File: src/rtl/fifo_wr_arb_if.sv
`default_nettype none
// =============================================================================
// fifo_wr_arb_if : requester/FIFO-side bundle of the FIFO write arbiter. Rev 1.0
// =============================================================================
interface fifo_wr_arb_if #(
  parameter int WIDTH = 8,
  parameter int PTR   = 4
);
  logic [3:0]             req;
  logic [4*(PTR+1)-1:0]   req_len;
  logic [4*WIDTH-1:0]     req_data;
  logic [3:0]             gnt;
  logic [3:0]             ack;
  logic                   wren;
  logic [WIDTH-1:0]       datain;
  logic                   wrfull;
  logic [PTR:0]           wrusedw;
  logic [1:0]             owner;
  logic                   busy;
  logic [3:0]             err_len;
  logic                   abort;

  modport master (
    output req, req_len, req_data, wrfull, wrusedw,
    input  gnt, ack, wren, datain, owner, busy, err_len, abort
  );

  modport slave (
    input  req, req_len, req_data, wrfull, wrusedw,
    output gnt, ack, wren, datain, owner, busy, err_len, abort
  );
endinterface
`default_nettype wire

File: src/rtl/fifo_wr_arb.sv
`default_nettype none
// =============================================================================
// fifo_wr_arb : four-requester round-robin arbiter for a FIFO write port. Rev 1.0
// =============================================================================
module fifo_wr_arb #(
  parameter int WIDTH = 8,
  parameter int DEPTH = 16,
  parameter int PTR   = 4
) (
  input wire          clk,
  input wire          reset_,
  fifo_wr_arb_if.slave bus
);

  localparam logic [PTR:0] c_depth = (PTR+1)'(DEPTH);
  localparam logic [PTR:0] c_one   = (PTR+1)'(1);

  typedef enum logic [1:0] {
    S_IDLE       = 2'd0,
    S_WAIT_SPACE = 2'd1,
    S_XFER       = 2'd2
  } state_t;

  state_t       r_state;
  state_t       w_state_nxt;
  logic [1:0]   r_owner;
  logic [1:0]   w_owner_nxt;
  logic [1:0]   r_last_owner;
  logic [1:0]   w_last_nxt;
  logic [PTR:0] r_rem;
  logic [PTR:0] w_rem_nxt;

  logic [PTR:0]     w_len [4];
  logic [WIDTH-1:0] w_dat [4];
  logic [3:0]       w_len_ok;
  logic [3:0]       w_elig;
  logic             w_found;
  logic [1:0]       w_win;
  logic [PTR:0]     w_space;
  logic             w_room;
  logic             w_wren;
  logic             w_abort;
  logic             w_busy;
  logic [3:0]       w_gnt;

  for (genvar gi = 0; gi < 4; gi++) begin : g_req
    assign w_len[gi]    = bus.req_len[gi*(PTR+1) +: (PTR+1)];
    assign w_dat[gi]    = bus.req_data[gi*WIDTH +: WIDTH];
    assign w_len_ok[gi] = (w_len[gi] != '0) && (w_len[gi] <= c_depth);
  end

  assign w_elig = bus.req & w_len_ok;

  // Search starts one past the last owner so a returning requester queues last.
  always_comb begin : p_rr
    logic [1:0] cand;
    w_found = 1'b0;
    w_win   = 2'd0;
    cand    = 2'd0;
    for (int k = 1; k <= 4; k++) begin
      cand = r_last_owner + 2'(k);
      if (!w_found && w_elig[cand]) begin
        w_found = 1'b1;
        w_win   = cand;
      end
    end
  end

  assign w_space = c_depth - bus.wrusedw;
  assign w_room  = (bus.wrusedw <= c_depth) && (w_space >= r_rem) && !bus.wrfull;

  always_comb begin : p_fsm
    w_state_nxt = r_state;
    w_owner_nxt = r_owner;
    w_last_nxt  = r_last_owner;
    w_rem_nxt   = r_rem;
    w_wren      = 1'b0;
    w_abort     = 1'b0;
    case (r_state)
      S_IDLE: begin
        if (w_found) begin
          w_owner_nxt = w_win;
          w_rem_nxt   = w_len[w_win];
          w_state_nxt = S_WAIT_SPACE;
        end
      end
      S_WAIT_SPACE: begin
        if (!bus.req[r_owner]) begin
          w_state_nxt = S_IDLE;
        end else if (w_room) begin
          w_state_nxt = S_XFER;
        end
      end
      S_XFER: begin
        if (!bus.req[r_owner]) begin
          w_abort     = 1'b1;
          w_state_nxt = S_IDLE;
          w_last_nxt  = r_owner;
        end else if (!bus.wrfull) begin
          w_wren    = 1'b1;
          w_rem_nxt = r_rem - c_one;
          if (r_rem == c_one) begin
            w_state_nxt = S_IDLE;
            w_last_nxt  = r_owner;
          end
        end
      end
      default: begin
        w_state_nxt = S_IDLE;
      end
    endcase
  end

  // Last owner resets to 3 so requester 0 is searched first.
  always_ff @(posedge clk or negedge reset_) begin
    if (!reset_) begin
      r_state      <= S_IDLE;
      r_owner      <= 2'd0;
      r_last_owner <= 2'd3;
      r_rem        <= '0;
    end else begin
      r_state      <= w_state_nxt;
      r_owner      <= w_owner_nxt;
      r_last_owner <= w_last_nxt;
      r_rem        <= w_rem_nxt;
    end
  end

  assign w_busy = (r_state != S_IDLE);
  assign w_gnt  = w_busy ? (4'b0001 << r_owner) : 4'b0000;

  assign bus.gnt     = w_gnt;
  assign bus.ack     = w_wren ? w_gnt : 4'b0000;
  assign bus.wren    = w_wren;
  assign bus.datain  = w_busy ? w_dat[r_owner] : '0;
  assign bus.owner   = r_owner;
  assign bus.busy    = w_busy;
  assign bus.err_len = bus.req & ~w_len_ok;
  assign bus.abort   = w_abort;

endmodule
`default_nettype wire

File: src/flat_wrapper.sv
// flat-port wrapper written by rule: the top's interface ports become plain ports
module fifo_wr_arb_flat 
#(
  parameter int WIDTH = 8,
  parameter int DEPTH = 16,
  parameter int PTR   = 4
)
  (clk, reset_, bus_req, bus_req_len, bus_req_data, bus_wrfull, bus_wrusedw, bus_gnt, bus_ack, bus_wren, bus_datain, bus_owner, bus_busy, bus_err_len, bus_abort);
  fifo_wr_arb_if #(.WIDTH(WIDTH), .PTR(PTR)) bus_i ();
  input wire clk;
  input wire reset_;
  input wire logic [$bits(bus_i.req)-1:0] bus_req;
  input wire logic [$bits(bus_i.req_len)-1:0] bus_req_len;
  input wire logic [$bits(bus_i.req_data)-1:0] bus_req_data;
  input wire logic [$bits(bus_i.wrfull)-1:0] bus_wrfull;
  input wire logic [$bits(bus_i.wrusedw)-1:0] bus_wrusedw;
  output wire logic [$bits(bus_i.gnt)-1:0] bus_gnt;
  output wire logic [$bits(bus_i.ack)-1:0] bus_ack;
  output wire logic [$bits(bus_i.wren)-1:0] bus_wren;
  output wire logic [$bits(bus_i.datain)-1:0] bus_datain;
  output wire logic [$bits(bus_i.owner)-1:0] bus_owner;
  output wire logic [$bits(bus_i.busy)-1:0] bus_busy;
  output wire logic [$bits(bus_i.err_len)-1:0] bus_err_len;
  output wire logic [$bits(bus_i.abort)-1:0] bus_abort;
  assign bus_i.req = bus_req;
  assign bus_i.req_len = bus_req_len;
  assign bus_i.req_data = bus_req_data;
  assign bus_i.wrfull = bus_wrfull;
  assign bus_i.wrusedw = bus_wrusedw;
  assign bus_gnt = bus_i.gnt;
  assign bus_ack = bus_i.ack;
  assign bus_wren = bus_i.wren;
  assign bus_datain = bus_i.datain;
  assign bus_owner = bus_i.owner;
  assign bus_busy = bus_i.busy;
  assign bus_err_len = bus_i.err_len;
  assign bus_abort = bus_i.abort;
  fifo_wr_arb #(.WIDTH(WIDTH), .DEPTH(DEPTH), .PTR(PTR)) u_core (.clk(clk), .reset_(reset_), .bus(bus_i));
endmodule
File: config.mk
export PLATFORM = sky130hd
export DESIGN_NAME = fifo_wr_arb_flat
export DESIGN_NICKNAME = d
export VERILOG_FILES = /design/src/rtl/fifo_wr_arb_if.sv /design/src/rtl/fifo_wr_arb.sv /design/src/flat_wrapper.sv
export SDC_FILE = /design/constraint.sdc
export NUM_CORES = 1
export LEC_CHECK = 0
export ABC_AREA = 1
export BUFFER_PORTS_ARGS = -buffer_cell sky130_fd_sc_hd__buf_4
export CORE_MARGIN = 2
export CORE_UTILIZATION = 40
export CTS_BUF_LIST = sky130_fd_sc_hd__clkbuf_8
export DETAILED_ROUTE_END_ITERATION = 12
export PLACE_DENSITY_LB_ADDON = 0.3
export SLEW_MARGIN = 10
export SYNTH_ARGS = -nofsm -noshare
export SYNTH_HDL_FRONTEND = slang
export SYNTH_SLANG_ARGS = --single-unit
File: constraint.sdc
create_clock -name clk -period 2.5 [get_ports clk]
set_input_delay 0.125 -clock clk [delete_from_list [all_inputs] [get_ports clk]]
set_output_delay 0.125 -clock clk [all_outputs]
set_load 0.01 [all_outputs]
==> flow_summary.json <==
{
  "clock_sinks": 11,
  "dp_cells": 437,
  "yosys_warnings": 0,
  "cts.clk_slew.worst_paths_ps": 50,
  "setup.worst_path.start_class": "register",
  "maxClockFrequency_mhz": 467.4,
  "row_count": 24,
  "cts_buffers": 3,
  "vias": 2296,
  "crit_family": "simple AND/OR/NAND/NOR gates",
  "yosysTopAreaCellShare_pct": 13.82,
  "synth_area_leaders": "nand2_1, dfrtp_1, nand3_1, inv_1, ha_1",
  "synthDistinctLibCells": 33,
  "die-area_sq_mm": 0.005104,
  "rsz0062_at_grt": "false",
  "synth.avg_cell_area_sq_um": 6.064,
  "drive_gt1_share_pct": 35.71,
  "cp_data_arrival_time_ps": 2260,
  "drv_cap": 0,
  "status": "completed",
  "first_pass_iters": 4,
  "h-tree-depth": 1,
  "worstPathMaxFanout": 11,
  "gr-usage-all-layers_pct": 21.48,
  "crit_path_end_kind": "register",
  "synth_nets": 373,
  "avgRoutedWirePerCell_um": 12.50,
  "ys_ff_latch": 11,
  "start_util_pct": 41.78,
  "critical_path_required_ps": 2620,
  "core_sq_mm": 0.004354,
  "synth_cells": 300,
  "dp_hpwl_mm": 4.521,
  "place.gp.congestion": 0.9649,
  "slew_violations": 0,
  "final_cells": 444,
  "num_io_pins": 89,
  "hold_viol_final": 0,
  "path_common_cell": "nand2_1",
  "worst_slack_ps": 360.4,
  "cpPeakStageDelay_ps": 650,
  "p_per_area_mw_per_mm2": 1182,
  "viasPerCell": 5.171,
  "num_antenna_cells": 0,
  "preCtsSetupSlack_ps": 339.2,
  "cts_tree": "built",
  "critPathBufInv": 1,
  "slew_headroom_pct": 72.06,
  "antenna_found_initial": 0,
  "clock_path_buffers": 2,
  "worstSetupPathType": "register to register",
  "final_cell_mix": "buf_4, nand2_1, inv_1, nand3_1, nor2_1",
  "wirelength_mm": 5.549,
  "num-nets-final": 466,
  "setup_viol": 0,
  "cts_root_buf": "clkbuf_8",
  "port_buffers": 88,
  "hp-class": "input pin to asynchronous set/reset pin",
  "vdd_drop_max_v": 0.0007008,
  "grt_pass1_wl_mm": 9.114,
  "skew_ps": 0.5569,
  "period_share_pct": 85.59,
  "yosysSeqAreaShare_pct": 15.27,
  "fp.dieW_um": 71.44,
  "grt_pass1_vias": 2121,
  "tns_ps": 0,
  "fin_crit_ps": 2140,
  "synth_top_cell_by_area": "nand2_1",
  "die_h_um": 71.44,
  "tightestPinTransition_ps": 417.6,
  "drc": 0,
  "area_delta_synth_final_pct": 42.98,
  "crit_path_top_delay_cell": "dfstp_2",
  "initialDrtViolationCount": 113,
  "worstPathCellList": "inv_2, nand2_2, nand3_1, nand2_1, nand2_1, nand2_2, nand2_1, nand2_2, nand2_1, nand3_1, nand3_1, nand2_1, o21ai_1",
  "grt_overflow": 0,
  "layout_commonest_cell": "buf_4",
  "synth_area_sq_mm": 0.001819,
  "ant_nets": 0,
  "p_leak_nw": 1.379,
  "clkLatencyLatePin_ps": 240,
  "grt_max_degree": 19
}
per-stage QoR:
stage | power (W) | hold slack [ps] | util [%] | cell area [sq um]
after floorplan | 0.002231 | -170.6 | - | 1819
after global placement | 0.002791 | -32.40 | 57.96 | 2524
after detailed placement | 0.002836 | -30.78 | 57.96 | 2524
after CTS | 0.003024 | 263.2 | 59.22 | 2579
after global routing | 0.003422 | 276.8 | 59.74 | 2601
final | 0.003075 | 272.2 | 59.74 | 2601
path summary, 6_finish.rpt:
kind,from,end,slack [ps],cells past startpoint
max,u_core.r_last_owner[0],u_core.r_rem[1],360,13
min reg2reg,u_core.r_rem[4],u_core.r_rem[4],550,2
max reg2reg,u_core.r_last_owner[0],u_core.r_rem[1],360,13
max in group asynchronous,reset_,u_core.r_last_owner[1],2000,2
min in group clk,bus_wrfull,u_core.r_state[1],280,4
min,reset_,u_core.r_rem[1],270,2
state kept, by name (all words and copies together) (netlist names):
signal	cells
u_core.r_rem	5
u_core.bus.owner	2
u_core.r_last_owner	2
u_core.r_state	2
cell usage after synthesis:
library cell,n
nand2_1,67
o21ai_0,5
a21oi_2,4
nand3_1,44
o21bai_1,1
nand4_1,8
inv_1,43
nand3_2,6
xnor2_1,2
a221oi_1,1
inv_2,5
buf_2,2
nor3_1,4
o21ai_1,3
a22oi_1,8
buf_6,3
ha_1,9
dfrtp_1,9
nand2_2,10
nand4_2,1
clkbuf_1,2
nor2_2,12
nand3b_1,3
or4_1,1
nor2_1,20
a31oi_1,8
dfstp_2,2
a41o_1,1
xnor2_2,1
a21oi_1,7
o211ai_1,1
a21boi_0,4
o31ai_1,3
per-layer routing:
| layer | track usage [%] | share of wire [%] |
|---|---|---|
| met2 | 38.17 | 51 |
| met1 | 27.99 | 44 |
| met5 | 0 | 0 |
| met3 | 0.8439 | 4.5 |
| met4 | 6.918 | 1.5 |
layout make-up:
type | instances | area, sq um
fill | 424 | 1753
multi-input combinational | 234 | 1315
timing repair buffer | 95 | 715.7
sequential | 11 | 280.3
inverter | 48 | 180.2
tap | 52 | 65.06
clock buffer | 3 | 41.29
clock inverter | 1 | 3.754
report_power, final:
| group | internal (W) | leakage, nW | total (W) | switching (W) |
|---|---|---|---|---|
| logic | 0.000991 | 1.23 | 0.00246 | 0.00146 |
| clock network | 0.000108 | 0.0269 | 0.000172 | 0.0000642 |
| registers | 0.000284 | 0.127 | 0.000447 | 0.000163 |
| total | 0.00138 | 1.38 | 0.00307 | 0.00169 |
logic make-up (layout without fill, tap and decap cells):
logic type	count (synthesis)	in the layout	synth area share, %
compound gates	46	46	16.85
fa+ha+maj	9	9	6.190
xor+xnor	3	3	1.857
flops	11	11	15.27
simple gates	176	176	47.11
buf+inv	55	147	12.72
timing repair:
| item | in CTS | in global routing |
|---|---|---|
| setup buffers | 0 | 2 |
| setup endpoints to repair | 0 | 4 |
| resized for setup | 0 | 3 |
| hold buffers | 1 | 0 |
| hold endpoints to repair | 11 | 0 |
Note: power is estimated with default switching activity, not from simulation.
